File: src/rtl/ram_ctrl_pkg.sv
// Shared opcodes, FSM state type and command-word width for the RAM sequencer.
package ram_ctrl_pkg;

    localparam int DATA_W_DEF = 8;
    localparam int CMD_W      = DATA_W_DEF + 2;

    localparam logic [1:0] WR_ADDR = 2'b00;
    localparam logic [1:0] WR_DATA = 2'b01;
    localparam logic [1:0] RD_ADDR = 2'b10;
    localparam logic [1:0] RD_DATA = 2'b11;

    typedef enum logic [2:0] {
        IDLE,
        ADDR,
        DATA,
        WAIT_RD,
        DONE
    } state_t;

endpackage

File: src/rtl/ram_arbiter_if.sv
// Requester-side and RAM-side signal bundle of the RAM arbiter.
interface ram_arbiter_if #(parameter int DATA_W = 8);

    logic [1:0]        req;
    logic [1:0]        we;
    logic [DATA_W-1:0] addr0;
    logic [DATA_W-1:0] addr1;
    logic [DATA_W-1:0] wdata0;
    logic [DATA_W-1:0] wdata1;
    logic [1:0]        gnt;
    logic [1:0]        done;
    logic [DATA_W-1:0] rdata;
    logic              err;
    logic              busy;
    logic              ram_rx_valid;
    logic [DATA_W+1:0] ram_din;
    logic              ram_tx_valid;
    logic [DATA_W-1:0] ram_dout;

    modport slave (
        input  req, we, addr0, addr1, wdata0, wdata1, ram_tx_valid, ram_dout,
        output gnt, done, rdata, err, busy, ram_rx_valid, ram_din
    );

    modport master (
        output req, we, addr0, addr1, wdata0, wdata1, ram_tx_valid, ram_dout,
        input  gnt, done, rdata, err, busy, ram_rx_valid, ram_din
    );

endinterface

File: src/rtl/rr_arbiter2.sv
// Two-way round-robin arbiter: combinational grant, registered last-winner pointer.
module rr_arbiter2 (
    input  logic       i_clk,
    input  logic       i_rst,
    input  logic       i_en,
    input  logic [1:0] i_req,
    output logic [1:0] o_gnt
);

    logic r_last;

    always_comb begin
        o_gnt = 2'b00;
        if (i_en) begin
            case (i_req)
                2'b01:   o_gnt = 2'b01;
                2'b10:   o_gnt = 2'b10;
                2'b11:   o_gnt = r_last ? 2'b01 : 2'b10;
                default: o_gnt = 2'b00;
            endcase
        end
    end

    // Pointer starts at requester 1 so requester 0 wins the first tie.
    always_ff @(posedge i_clk) begin
        if (i_rst)
            r_last <= 1'b1;
        else if (|o_gnt)
            r_last <= o_gnt[1];
    end

endmodule

File: src/rtl/ram_arbiter.sv
// Arbitrates two requesters onto a command-driven single-port RAM and
// sequences the addr-word / data-word protocol, with read timeout.
module ram_arbiter
    import ram_ctrl_pkg::*;
#(
    parameter int DATA_W  = DATA_W_DEF,
    parameter int TIMEOUT = 8
) (
    input  logic          i_clk,
    input  logic          i_rst,
    ram_arbiter_if.slave  bus
);
    // state   | meaning
    // IDLE    | waiting for a request, gnt may fire
    // ADDR    | address word on ram_din
    // DATA    | write-data or read-command word on ram_din
    // WAIT_RD | waiting for ram_tx_valid, timeout counter running
    // DONE    | done/err/rdata presented for one cycle

    localparam int CW    = DATA_W + 2;
    localparam int CNT_W = $clog2(TIMEOUT) + 1;

    state_t            r_state, w_state_n;
    logic              r_idx, r_we;
    logic [DATA_W-1:0] r_addr, r_wdata;
    logic [DATA_W-1:0] r_rdata, w_rdata_n;
    logic [CNT_W-1:0]  r_cnt, w_cnt_n;
    logic              r_rx_valid, w_rx_valid_n;
    logic [CW-1:0]     r_din, w_din_n;
    logic [1:0]        r_done, w_done_n;
    logic              r_err, w_err_n;
    logic              r_busy;

    logic [1:0]        w_gnt;
    logic              w_sel, w_sel_we;
    logic [DATA_W-1:0] w_sel_addr, w_sel_wdata;
    logic [1:0]        w_done_hot;

    rr_arbiter2 u_arb (
        .i_clk (i_clk),
        .i_rst (i_rst),
        .i_en  (r_state == IDLE),
        .i_req (bus.req),
        .o_gnt (w_gnt)
    );

    assign w_sel       = w_gnt[1];
    assign w_sel_we    = bus.we[w_sel];
    assign w_sel_addr  = w_sel ? bus.addr1  : bus.addr0;
    assign w_sel_wdata = w_sel ? bus.wdata1 : bus.wdata0;
    assign w_done_hot  = r_idx ? 2'b10 : 2'b01;

    // Outputs are computed for the next state and registered (Moore).
    always_comb begin
        w_state_n    = r_state;
        w_cnt_n      = r_cnt;
        w_rx_valid_n = 1'b0;
        w_din_n      = '0;
        w_done_n     = 2'b00;
        w_err_n      = 1'b0;
        w_rdata_n    = r_rdata;
        case (r_state)
            IDLE: begin
                if (|w_gnt) begin
                    w_state_n    = ADDR;
                    w_rx_valid_n = 1'b1;
                    w_din_n      = {(w_sel_we ? WR_ADDR : RD_ADDR), w_sel_addr};
                end
            end
            ADDR: begin
                w_state_n    = DATA;
                w_rx_valid_n = 1'b1;
                w_din_n      = r_we ? {WR_DATA, r_wdata} : {RD_DATA, {DATA_W{1'b0}}};
            end
            DATA: begin
                if (r_we) begin
                    w_state_n = DONE;
                    w_done_n  = w_done_hot;
                end else begin
                    w_state_n = WAIT_RD;
                    w_cnt_n   = '0;
                end
            end
            WAIT_RD: begin
                if (bus.ram_tx_valid) begin
                    w_state_n = DONE;
                    w_done_n  = w_done_hot;
                    w_rdata_n = bus.ram_dout;
                end else if (r_cnt == CNT_W'(TIMEOUT - 1)) begin
                    w_state_n = DONE;
                    w_done_n  = w_done_hot;
                    w_err_n   = 1'b1;
                    w_rdata_n = '0;
                end else begin
                    w_cnt_n = r_cnt + CNT_W'(1);
                end
            end
            DONE: w_state_n = IDLE;
            default: w_state_n = IDLE;
        endcase
    end

    always_ff @(posedge i_clk) begin
        if (i_rst) begin
            r_state    <= IDLE;
            r_cnt      <= '0;
            r_rx_valid <= 1'b0;
            r_din      <= '0;
            r_done     <= 2'b00;
            r_err      <= 1'b0;
            r_rdata    <= '0;
            r_busy     <= 1'b0;
            r_idx      <= 1'b0;
            r_we       <= 1'b0;
            r_addr     <= '0;
            r_wdata    <= '0;
        end else begin
            r_state    <= w_state_n;
            r_cnt      <= w_cnt_n;
            r_rx_valid <= w_rx_valid_n;
            r_din      <= w_din_n;
            r_done     <= w_done_n;
            r_err      <= w_err_n;
            r_rdata    <= w_rdata_n;
            r_busy     <= (w_state_n != IDLE);
            if (r_state == IDLE && |w_gnt) begin
                r_idx   <= w_sel;
                r_we    <= w_sel_we;
                r_addr  <= w_sel_addr;
                r_wdata <= w_sel_wdata;
            end
        end
    end

    assign bus.gnt          = w_gnt;
    assign bus.done         = r_done;
    assign bus.rdata        = r_rdata;
    assign bus.err          = r_err;
    assign bus.busy         = r_busy;
    assign bus.ram_rx_valid = r_rx_valid;
    assign bus.ram_din      = r_din;

endmodule

File: src/flat_wrapper.sv
// flat-port wrapper written by rule: the top's interface ports become plain ports
module ram_arbiter_flat import ram_ctrl_pkg::*;
#(
    parameter int DATA_W  = DATA_W_DEF,
    parameter int TIMEOUT = 8
)
  (i_clk, i_rst, bus_req, bus_we, bus_addr0, bus_addr1, bus_wdata0, bus_wdata1, bus_ram_tx_valid, bus_ram_dout, bus_gnt, bus_done, bus_rdata, bus_err, bus_busy, bus_ram_rx_valid, bus_ram_din);
  ram_arbiter_if #(.DATA_W(DATA_W)) bus_i ();
  input  logic i_clk;
  input  logic i_rst;
  input wire logic [$bits(bus_i.req)-1:0] bus_req;
  input wire logic [$bits(bus_i.we)-1:0] bus_we;
  input wire logic [$bits(bus_i.addr0)-1:0] bus_addr0;
  input wire logic [$bits(bus_i.addr1)-1:0] bus_addr1;
  input wire logic [$bits(bus_i.wdata0)-1:0] bus_wdata0;
  input wire logic [$bits(bus_i.wdata1)-1:0] bus_wdata1;
  input wire logic [$bits(bus_i.ram_tx_valid)-1:0] bus_ram_tx_valid;
  input wire logic [$bits(bus_i.ram_dout)-1:0] bus_ram_dout;
  output wire logic [$bits(bus_i.gnt)-1:0] bus_gnt;
  output wire logic [$bits(bus_i.done)-1:0] bus_done;
  output wire logic [$bits(bus_i.rdata)-1:0] bus_rdata;
  output wire logic [$bits(bus_i.err)-1:0] bus_err;
  output wire logic [$bits(bus_i.busy)-1:0] bus_busy;
  output wire logic [$bits(bus_i.ram_rx_valid)-1:0] bus_ram_rx_valid;
  output wire logic [$bits(bus_i.ram_din)-1:0] bus_ram_din;
  assign bus_i.req = bus_req;
  assign bus_i.we = bus_we;
  assign bus_i.addr0 = bus_addr0;
  assign bus_i.addr1 = bus_addr1;
  assign bus_i.wdata0 = bus_wdata0;
  assign bus_i.wdata1 = bus_wdata1;
  assign bus_i.ram_tx_valid = bus_ram_tx_valid;
  assign bus_i.ram_dout = bus_ram_dout;
  assign bus_gnt = bus_i.gnt;
  assign bus_done = bus_i.done;
  assign bus_rdata = bus_i.rdata;
  assign bus_err = bus_i.err;
  assign bus_busy = bus_i.busy;
  assign bus_ram_rx_valid = bus_i.ram_rx_valid;
  assign bus_ram_din = bus_i.ram_din;
  ram_arbiter #(.DATA_W(DATA_W), .TIMEOUT(TIMEOUT)) u_core (.i_clk(i_clk), .i_rst(i_rst), .bus(bus_i));
endmodule
File: config.mk
export PLATFORM = sky130hd
export DESIGN_NAME = ram_arbiter_flat
export DESIGN_NICKNAME = d
export VERILOG_FILES = /design/src/rtl/ram_ctrl_pkg.sv /design/src/rtl/ram_arbiter_if.sv /design/src/rtl/rr_arbiter2.sv /design/src/rtl/ram_arbiter.sv /design/src/flat_wrapper.sv
export SDC_FILE = /design/constraint.sdc
export NUM_CORES = 1
export LEC_CHECK = 0
export ABC_AREA = 1
export BUFFER_PORTS_ARGS = -buffer_cell sky130_fd_sc_hd__buf_2
export CORE_AREA = 2 2 66 68
export CTS_BUF_LIST = sky130_fd_sc_hd__clkbuf_16
export DETAILED_ROUTE_END_ITERATION = 7
export DIE_AREA = 0 0 68 70
export GPL_TIMING_DRIVEN = 1
export PLACE_DENSITY = 0.76
export REMOVE_ABC_BUFFERS = 1
export SYNTH_ARGS = -nofsm -noshare
export SYNTH_HDL_FRONTEND = slang
export SYNTH_SLANG_ARGS = --single-unit
File: constraint.sdc
create_clock -name i_clk -period 1.6 [get_ports i_clk]
set_input_delay 0.08 -clock i_clk [delete_from_list [all_inputs] [get_ports i_clk]]
set_output_delay 0.08 -clock i_clk [all_outputs]
set_load 0.01 [all_outputs]
Word-level counts from Yosys, hierarchy flattened
Index checks and enable logic that the tools add are counted.
{"block": "totals", "out_inout_bits": 25, "register_bits": 41, "in_bits": 47, "word_cells": 64}
{"block": "op_classes", "n_reduce_logical": 9, "n_eq_ne": 10, "n_lt_le_gt_ge": 1, "add_sub_neg": 1, "n_mux": 30, "bitwise": 1}
{"op": "two-way mux 8 bit", "count": 4}
{"op": "two-way mux 10 bit", "count": 2}
{"op": "case mux 10 bit (2 select lines)", "count": 1}
{"op": "two-way mux 2 bit", "count": 7}
{"op": "two-way mux 3 bit", "count": 4}
{"op": "two-way mux 4 bit", "count": 3}
{"op": "case mux 3 bit (4 select lines)", "count": 1}
{"op": "case mux 4 bit (2 select lines)", "count": 1}
{"op": "equality test 3 x 2 -> 1 bit, second input constant", "count": 2}
{"op": "!= test 2 bit, second input constant", "count": 3}
{"op": "case mux 2 bit (3 select lines)", "count": 1}
{"op": "adder 4 x 1 -> 4 bit, second input constant", "count": 1}
{"op": "equality test 2 bit, second input constant", "count": 2}
{"op": "equality test 4 x 3 -> 1 bit, second input constant", "count": 1}
{"op": "two-way mux 1 bit", "count": 4}
{"op": "case mux 2 bit (2 select lines)", "count": 1}
{"op": "AND reduction 4 bit", "count": 1}
{"op": "nonzero test 2 bit", "count": 2}
{"op": "equality test 3 x 1 -> 1 bit, second input constant", "count": 1}
{"op": "logical NOT 3 bit", "count": 1}
{"op": "nonzero test 3 bit", "count": 1}
{"op": "OR reduction 3 bit", "count": 1}
{"op": "equality test 2 x 1 -> 1 bit, second input constant", "count": 1}
{"op": "less-than comparator 1 x 2 -> 1 bit, second input constant", "count": 1}
{"op": "other kinds (5)", "count": 5}

Longest topological paths before layout
Gate-level depths: netlist of the first run.
{"block": "depth", "ltp_word": 8, "ltp_mapped": 8, "ltp_nobuf": 7}

Modules after synthesis
Synthesis of the first run repeated with hierarchy kept, for this count alone.
{"block": "hier_totals", "cells_unflattened": 262, "area_unflattened_um2": 1860.5}
{"module": "ram_arbiter", "seq_area_each_um2": 800.8, "n_inst": 1, "area_per_inst_um2": 1789.2, "cells_per_inst": 250}
{"module": "rr_arbiter2", "seq_area_each_um2": 20.0, "n_inst": 1, "area_per_inst_um2": 71.3, "cells_per_inst": 12}

Worst setup path before layout of the first run
Ideal clock, no wire load.
{"block": "synth_path", "path_kind": "reg-to-reg", "from": "register u_core.r_cnt[0]", "to": "register u_core.r_busy, in the netlist u_core.bus.busy", "n_path_buf": 0, "path_slack_ps": 375, "setup_ps": 113, "synth_period_minus_slack_ps": 1225, "path_stages_with_launch": 8, "arrival_time_ps": 1112, "cell_sequence": "dfxtp_1 > ha_1 > nand3_1 > nand2_1 > nand2_2 > nand3b_1 > nand2_1 > nand2_1"}
{"block": "synth_between", "elab_chain_cells": 5}
{"item": "start: declaration", "line_no": "ram_arbiter.sv:27", "source": "logic [CNT_W-1:0] r_cnt, w_cnt_n;"}
{"item": "start signal: assignment", "line_no": "ram_arbiter.sv:119", "source": "r_cnt <= w_cnt_n;"}
{"item": "equality test 4 x 3 -> 1 bit", "line_no": "ram_arbiter.sv:89", "source": "end else if (r_cnt == CNT_W'(TIMEOUT - 1)) begin"}
{"item": "two-way mux 3 bit", "line_no": "ram_arbiter.sv:89"}
{"item": "two-way mux 3 bit", "line_no": "ram_arbiter.sv:85", "source": "if (bus.ram_tx_valid) begin"}
{"item": "case mux 3 bit (4 select lines)", "line_no": "ram_arbiter.sv:62", "source": "case (r_state)"}
{"item": "nonzero test 3 bit", "line_no": "ram_arbiter.sv:125", "source": "r_busy <= (w_state_n != IDLE);"}
{"item": "end signal: assignment", "line_no": "ram_arbiter.sv:125"}
{"item": "end: declaration", "line_no": "ram_arbiter.sv:32", "source": "logic r_busy;"}
Every way passes these cells.
A chain may end at the register's enable or synchronous reset.

Worst setup path after layout of the first run
{"block": "layout_path", "from": "register u_core.r_state[2]", "to": "output port bus_gnt[1]"}
{"block": "layout_between", "elab_chain_cells": 2}
{"item": "start: declaration", "line_no": "ram_arbiter.sv:23", "source": "state_t r_state, w_state_n;"}
{"item": "start signal: assignment", "line_no": "ram_arbiter.sv:118", "source": "r_state <= w_state_n;"}
{"item": "logical NOT 3 bit", "line_no": "ram_arbiter.sv:42", "source": ".i_en (r_state == IDLE),"}
{"item": "two-way mux 2 bit", "line_no": "rr_arbiter2.sv:14", "source": "if (i_en) begin"}
{"item": "end: declaration", "line_no": "flat_wrapper.sv:19", "source": "output wire logic [$bits(bus_i.gnt)-1:0] bus_gnt;"}
Every way passes these cells.

==> results of run 1 <==
layer usage:
| layer | global-route usage | vias to the layer above |
|---|---|---|
| met5 | 0 | - |
| met4 | 0.06667 | 0 |
| met3 | 0.05958 | 5 |
| met2 | 0.3096 | 55 |
| met1 | 0.2271 | 799 |
| li1 | - | 986 |
through the flow:
stage / std cells / power (W) / hold WS, ns / utilization
finish: 396 / 0.002909 / 0.03869 / 0.5851
global route: 396 / 0.003083 / 0.04560 / 0.5851
CTS: 396 / 0.002942 / 0.03636 / 0.5851
detailed placement: 387 / 0.001956 / 0.2787 / 0.5483
global placement: 387 / 0.001947 / 0.2704 / 0.5483
floorplan: 259 / 0.001704 / 0.1491 / -
cell type report:
class                           count  area (µm²)
Sequential cell                    41       820.8
Tap cell                           52       65.06
Fill cell                         414        1719
Multi-Input combinational cell    190       888.4
Clock inverter                      3       17.52
Timing Repair Buffer               77       402.9
Inverter                           28       105.1
Clock buffer                        5       125.1
cells by family (layout without fill, tap and decap cells):
logic type | after synthesis | in the layout | share of synthesized area
simple gates | 167 | 167 | 0.4073
flops | 41 | 41 | 0.4423
buf+inv | 36 | 113 | 0.07889
compound gates | 21 | 21 | 0.06002
fa+ha+maj | 1 | 1 | 0.006742
xor+xnor | 1 | 1 | 0.004721
state kept, by name (all words and copies together) (netlist names), 2 cells and up:
name / flops
u_core.bus.rdata: 8
u_core.r_state: 3
u_core.bus.ram_din: 10
u_core.r_cnt: 4
u_core.r_wdata: 8
u_core.bus.done: 2
worst max-delay path, stage by stage (launching register included):
cell and delay (ns):
dfxtp_1 0.36, nor2_4 0.20, nand2_4 0.10, nor2_8 0.25, buf_2 0.19
power by group through the flow:
stage               Combinational (W)  Sequential (W)  Clock (W)
global route                 0.000825         0.00123    0.00103
CTS                          0.000730         0.00121   0.000998
floorplan                    0.000452         0.00125          0
global placement             0.000714         0.00123          0
detailed placement           0.000721         0.00123          0
finish                       0.000724         0.00122   0.000970
synthesized netlist by cell type:
library cell / number
nor2_8: 2
inv_2: 1
buf_1: 2
inv_1: 27
nand4_1: 5
a21boi_0: 1
o211ai_1: 1
buf_6: 1
xnor2_1: 1
nor4_1: 1
nand3_1: 17
a21oi_1: 17
nor3_1: 2
o21ai_0: 1
ha_1: 1
nand3_4: 1
nor2_1: 23
buf_2: 3
dfxtp_1: 41
nand2_2: 3
nor2_2: 1
a31oi_1: 1
nand3b_1: 1
nand2_1: 107
nor2_4: 3
clkbuf_1: 2
nand2_4: 1
worst min path at each step:
stage	from	to	slack, ns	cells after the start
4_1_cts	bus_ram_dout[6]	u_core.bus.rdata[6]	0.04	3
3_3_place_gp	bus_ram_tx_valid	u_core.bus.err	0.27	2
5_1_grt	bus_ram_dout[4]	u_core.bus.rdata[4]	0.05	3
3_5_place_dp	bus_ram_tx_valid	u_core.bus.err	0.28	2
2_1_floorplan	i_rst	u_core.bus.ram_din[0]	0.15	1
6_report	bus_ram_dout[7]	u_core.bus.rdata[7]	0.04	3
==> reports/metrics.csv, run 1 <==
metric,value,unit
core area,4144,µm²
Yosys warning total,0,
Syn Inst Count,267,
residual DRC count,0,
Total Routed Length,4117,µm
share of cells above drive strength 1,0.2762,
critical path startpoint,u_core.r_state[2],
WP data required,1.52,ns
CTS tree,built,
Reg2Reg Capture Point,u_core.bus.done[0],
Starting Density,0.4478,
routed len/inst,10.40,µm
Via density,4.659,
Final Cycle Share,0.9193,
syn_area_per_cell,6.950,µm²
Crit Path Max Fanout,18,
antenna violations before repair,0,
clock buffer depth,2,
Routed Antenna Nets,0,
area of the die,4760,µm²
"Seq/Total Area, Yosys",0.4423,
met3 WL post-DR,272,µm
# nets final,391,
Power Internal,0.001999,W
Root Buffer,clkbuf_16,
Max-Cap Viols,0,
clock sink total,41,
IO Pins,72,
P&R area growth vs syn,30.68,%
Pwr Density,1200,nW/µm²
leak pwr,1.289,nW
Hold Crit Class,input port to flop,
met2 WL,1909,µm
minimum clock period,1.471,ns
routability congestion estimate,0.7676,
critical path start-end classification,flop to output pin,
Seq cells post-synth,41,
flop2flop setup slack,0.24,ns
CTS H-tree lvls,2,
final instance area,2425,µm²
number of port buffers,71,
number of diodes,0,
crit path capture,bus_gnt[1],
wl on met1,1882,µm
row count,24,
Comb power frac,0.249,
f_max,0.6799,GHz
setup TNS,0,ns
VDD IR max,545.3,µV
DRT iter0 DRCs,90,
Die W,68,µm
top-area cell type share of the netlist area,0.4423,
Clock Skew,0.003539,ns
status,"finished, final reports clean",
Switch Pwr,0.0009105,W
Clock Power Share,0.333,
"Slew Viols, Final",0,
cts repair resizes,0,
GRT overflow,0,
R2R depth,5,
Final WS setup,0.1291,ns
Max transition margin,0.7786,
CP Launch Type,flop,
ranking of synthesized cells by area,"dfxtp_1 (44%), nand2_1 (22%), inv_1 (5.5%)",
RSZ-0062 raised after global routing,no,
synth unique cells,27,
switch share,0.3130,
# setup viols final,0,
drt first pass iters,4,
CP arrival,1.39,ns
most frequent cells in the layout,"nand2_1 (107), buf_2 (71), dfxtp_1 (41), inv_1 (27), nor2_1 (23)",
Yosys top cell by area,dfxtp_1,
"most common cell after layout, fill and taps aside",nand2_1,
hpwl dp,2991,µm
Placed Area,2272,µm²
endpoints failing hold,0,
clock buffer count from CTS,5,
Slew @ Worst Pin,0.3287,ns
GRT Overall Usage,0.1886,
critical path capture point type,output pin,
Clock Latency Late Sink,0.29,ns
Reg power frac,0.418,
DP Worst Slack,0.2399,ns
vias in the first global route,1587,
via count,1845,
first-pass GRT wire length,6762,µm
clk slew on worst S/H paths,0.06,ns
Max Used Layer,met4,
largest net degree at the start of global routing,20,
Chip Height,70,µm
reg2reg start,u_core.r_cnt[0],
setup bufs post-CTS,0,
hold buffers post-CTS,1,
Synth Cell Area,1856,µm²
Power figures use the tool's default switching activity.
==> run 2, diff against run 1 <==
--- a/config.mk
+++ b/config.mk
@@ -5,12 +5,12 @@
 export SDC_FILE = /design/constraint.sdc
 export NUM_CORES = 1
 export LEC_CHECK = 0
-export ABC_AREA = 1
 export BUFFER_PORTS_ARGS = -buffer_cell sky130_fd_sc_hd__buf_2
-export CORE_AREA = 2 2 66 68
+export CAP_MARGIN = 20
+export CORE_AREA = 2 2 64 66
 export CTS_BUF_LIST = sky130_fd_sc_hd__clkbuf_16
 export DETAILED_ROUTE_END_ITERATION = 7
-export DIE_AREA = 0 0 68 70
+export DIE_AREA = 0 0 66 68
 export GPL_TIMING_DRIVEN = 1
 export PLACE_DENSITY = 0.76
 export REMOVE_ABC_BUFFERS = 1
==> reports/metrics.csv, run 2 <==
metric,value,unit,change
Hold Crit Class,input port to flop,,
critical path capture point type,output pin,,
area of the die,4488,µm²,-5.7%
Clock Latency Late Sink,0.28,ns,about the same
number of diodes,0,,unchanged
syn_area_per_cell,9.018,µm²,+30%
Clock Skew,0.002316,ns,-0.001223 ns
fill cell count,351,,-15%
residual DRC count,0,,unchanged
ranking of synthesized cells by area,"dfxtp_1 (48%), a22oi_1 (6.6%), nor2_1 (4.9%)",,
Via density,5.230,,+12%
clock sink total,41,,unchanged
CTS tree,built,,
largest net degree at the start of global routing,20,,unchanged
IO Pins,72,,unchanged
Post-Route Utilization,0.5915,,+0.006354
R2R depth,6,,+1
routed len/inst,13.41,µm,+29%
Crit Path Max Fanout,17,,-1
share of cells above drive strength 1,0.3688,,+0.09266
Root Buffer,clkbuf_16,,
# nets final,310,,-21%
GRT Overall Usage,0.1964,,+0.007791
Syn Inst Count,188,,-30%
via count,1637,,-11%
CP arrival,1.37,ns,-0.02 ns
Yosys warning total,0,,unchanged
most frequent cells in the layout,"buf_2 (71), dfxtp_1 (39), nor2_1 (22), nand2_1 (18), a22oi_1 (15)",,
clk slew on worst S/H paths,0.06,ns,about the same
endpoints failing hold,0,,unchanged
first-pass GRT wire length,6651,µm,-1.6%
leak pwr,1.035,nW,-20%
core area,3856,µm²,-6.9%
CTS H-tree lvls,2,,unchanged
status,"finished, final reports clean",,
top-area cell type share of the netlist area,0.4841,,+0.04179
clock buffer count from CTS,5,,unchanged
Post-synth top cells,"dfxtp_1 (41), nor2_1 (22), nand2_1 (18)",,
Max transition margin,0.7433,,-0.03530
# setup viols final,0,,unchanged
flop2flop setup slack,0.16,ns,-0.08 ns
ys async rst share,0,,unchanged
synth unique cells,41,,+52%
Seq cells post-synth,41,,unchanged
"Top FF cell, synth",dfxtp_1,,
Slew @ Worst Pin,0.3798,ns,+0.05107 ns
Placed Area,2091,µm²,-8.0%
number of flops mapped to enable cells by yosys,0,,unchanged
f_max,0.6882,GHz,+1.2%
hpwl dp,3015,µm,+0.79%
"Slew Viols, Final",0,,unchanged
WP data required,1.52,ns,about the same
hold buffers post-CTS,0,,-1
Total Routed Length,4197,µm,+1.9%
VDD IR max,523.0,µV,-4.1%
critical path start-end classification,flop to output pin,,
GRT overflow,0,,unchanged
Synth Cell Area,1695,µm²,-8.6%
Die W,66,µm,-2.9%
routability congestion estimate,0.7690,,+0.18%
Pwr Density,1259,nW/µm²,+5.0%
Yosys top cell by area,dfxtp_1,,
Chip Height,68,µm,-2.9%
P&R area growth vs syn,34.54,%,
vias in the first global route,1516,,-4.5%
number of port buffers,71,,unchanged
Max-Cap Viols,0,,unchanged
minimum clock period,1.453,ns,-0.01788 ns
"most common cell after layout, fill and taps aside",buf_2,,
CP Launch Type,flop,,
drt first pass iters,4,,unchanged
RSZ-0062 raised after global routing,no,,
Final Cycle Share,0.9081,,-0.01118
DRT iter0 DRCs,97,,+7.8%
Hold Crit Depth,3,,unchanged
final instance area,2281,µm²,-5.9%
antenna violations before repair,0,,unchanged
row count,23,,-4.2%
max FFs per register,10,,unchanged
"Seq/Total Area, Yosys",0.4841,,+0.04179
most common cell in the netlist,dfxtp_1,,
clock buffer depth,2,,unchanged
Starting Density,0.4396,,-0.008116
Routed Antenna Nets,0,,unchanged
==> run 2: cell types whose count changed after synthesis, moves of 4 or more <==
cell / before / now
nand2_1: 107 / 18
inv_1: 27 / 2
a22oi_1: 0 / 15
nand3_1: 17 / 4
o21ai_0: 1 / 10
a211oi_1: 0 / 7
a21oi_1: 17 / 12
clkbuf_1: 2 / 6
==> run 2: repair_timing <==
action | 4_1_cts | 5_1_grt
pin swaps | 1 | 0
endpoints found under the hold margin | 0 | 0
setup buffers | 1 | 0
resized for setup | 1 | 6
gates cloned | 0 | 0
setup endpoints to repair | 9 | 11
==> run 2: worst max-delay path, stage by stage (launching register included) <==
cell	delay [ns]
dfxtp_1	0.37
nor3_4	0.24
nand3_4	0.17
inv_6	0.16
buf_2	0.15
==> run 2: path summary, 6_finish.rpt <==
path,from,end
worst min register to register,u_core.r_idx,u_core.bus.done[0]
worst min-delay path,bus_ram_dout[4],u_core.bus.rdata[4]
worst max-delay path,u_core.r_state[1],bus_gnt[0]
worst max register to register,u_core.r_cnt[0],u_core.r_cnt[0]
==> run 2: stage by stage <==
| step | setup slack, ns | instances | setup TNS (ns) | hold WS (ns) | power, W |
|---|---|---|---|---|---|
| after global placement | 0.04773 | 304 | 0 | 0.3138 | 0.001765 |
| after floorplan | -0.02185 | 174 | -0.1200 | 0.1446 | 0.001526 |
| after CTS | 0.02736 | 313 | 0 | 0.03585 | 0.002877 |
| after detailed placement | 0.01424 | 304 | 0 | 0.3221 | 0.001776 |
| final | 0.1470 | 313 | 0 | 0.03882 | 0.002873 |
| after global routing | 0.02664 | 313 | 0 | 0.04995 | 0.003003 |
==> run 2: cell type report <==
type	instances	area, µm²	share of cell area
inverters	4	25.02	0.01097
clock inverters	3	37.54	0.01646
repair buffers	81	430.4	0.1887
clock buffers	5	125.1	0.05485
flip-flops and latches	41	823.3	0.3609
multi-input cells	129	777.0	0.3406
well taps	50	62.56	0.02743
==> run 2: kinds of logic (layout without fill, tap and decap cells) <==
logic type / after synthesis / in the layout / share of synthesized area
flip-flops: 41 / 41 / 0.4841
multiplexers: 2 / 2 / 0.01402
adder cells (fa/ha/maj): 1 / 1 / 0.007379
buffers and inverters: 18 / 93 / 0.06347
XOR/XNOR: 1 / 1 / 0.005167
AND/OR/NAND/NOR: 69 / 69 / 0.2059
AO/OA/AOI/OAI: 56 / 56 / 0.2199
==> run 2: layer usage <==
| metal | global-route usage | routed length [µm] | up-vias |
|---|---|---|---|
| li1 | - | - | 823 |
| met1 | 0.2265 | 1782 | 763 |
| met2 | 0.3548 | 2127 | 44 |
| met3 | 0.03454 | 205 | 7 |
| met4 | 0.09184 | 81 | 0 |
| met5 | 0 | 0 | - |
==> run 2: power breakdown <==
part / switching [W] / internal, W / total, W / leakage, nW
combinational: 0.000323 / 0.000254 / 0.000578 / 0.616
sequential: 0.0000686 / 0.00113 / 0.00120 / 0.336
clock: 0.000373 / 0.000724 / 0.00110 / 0.0826
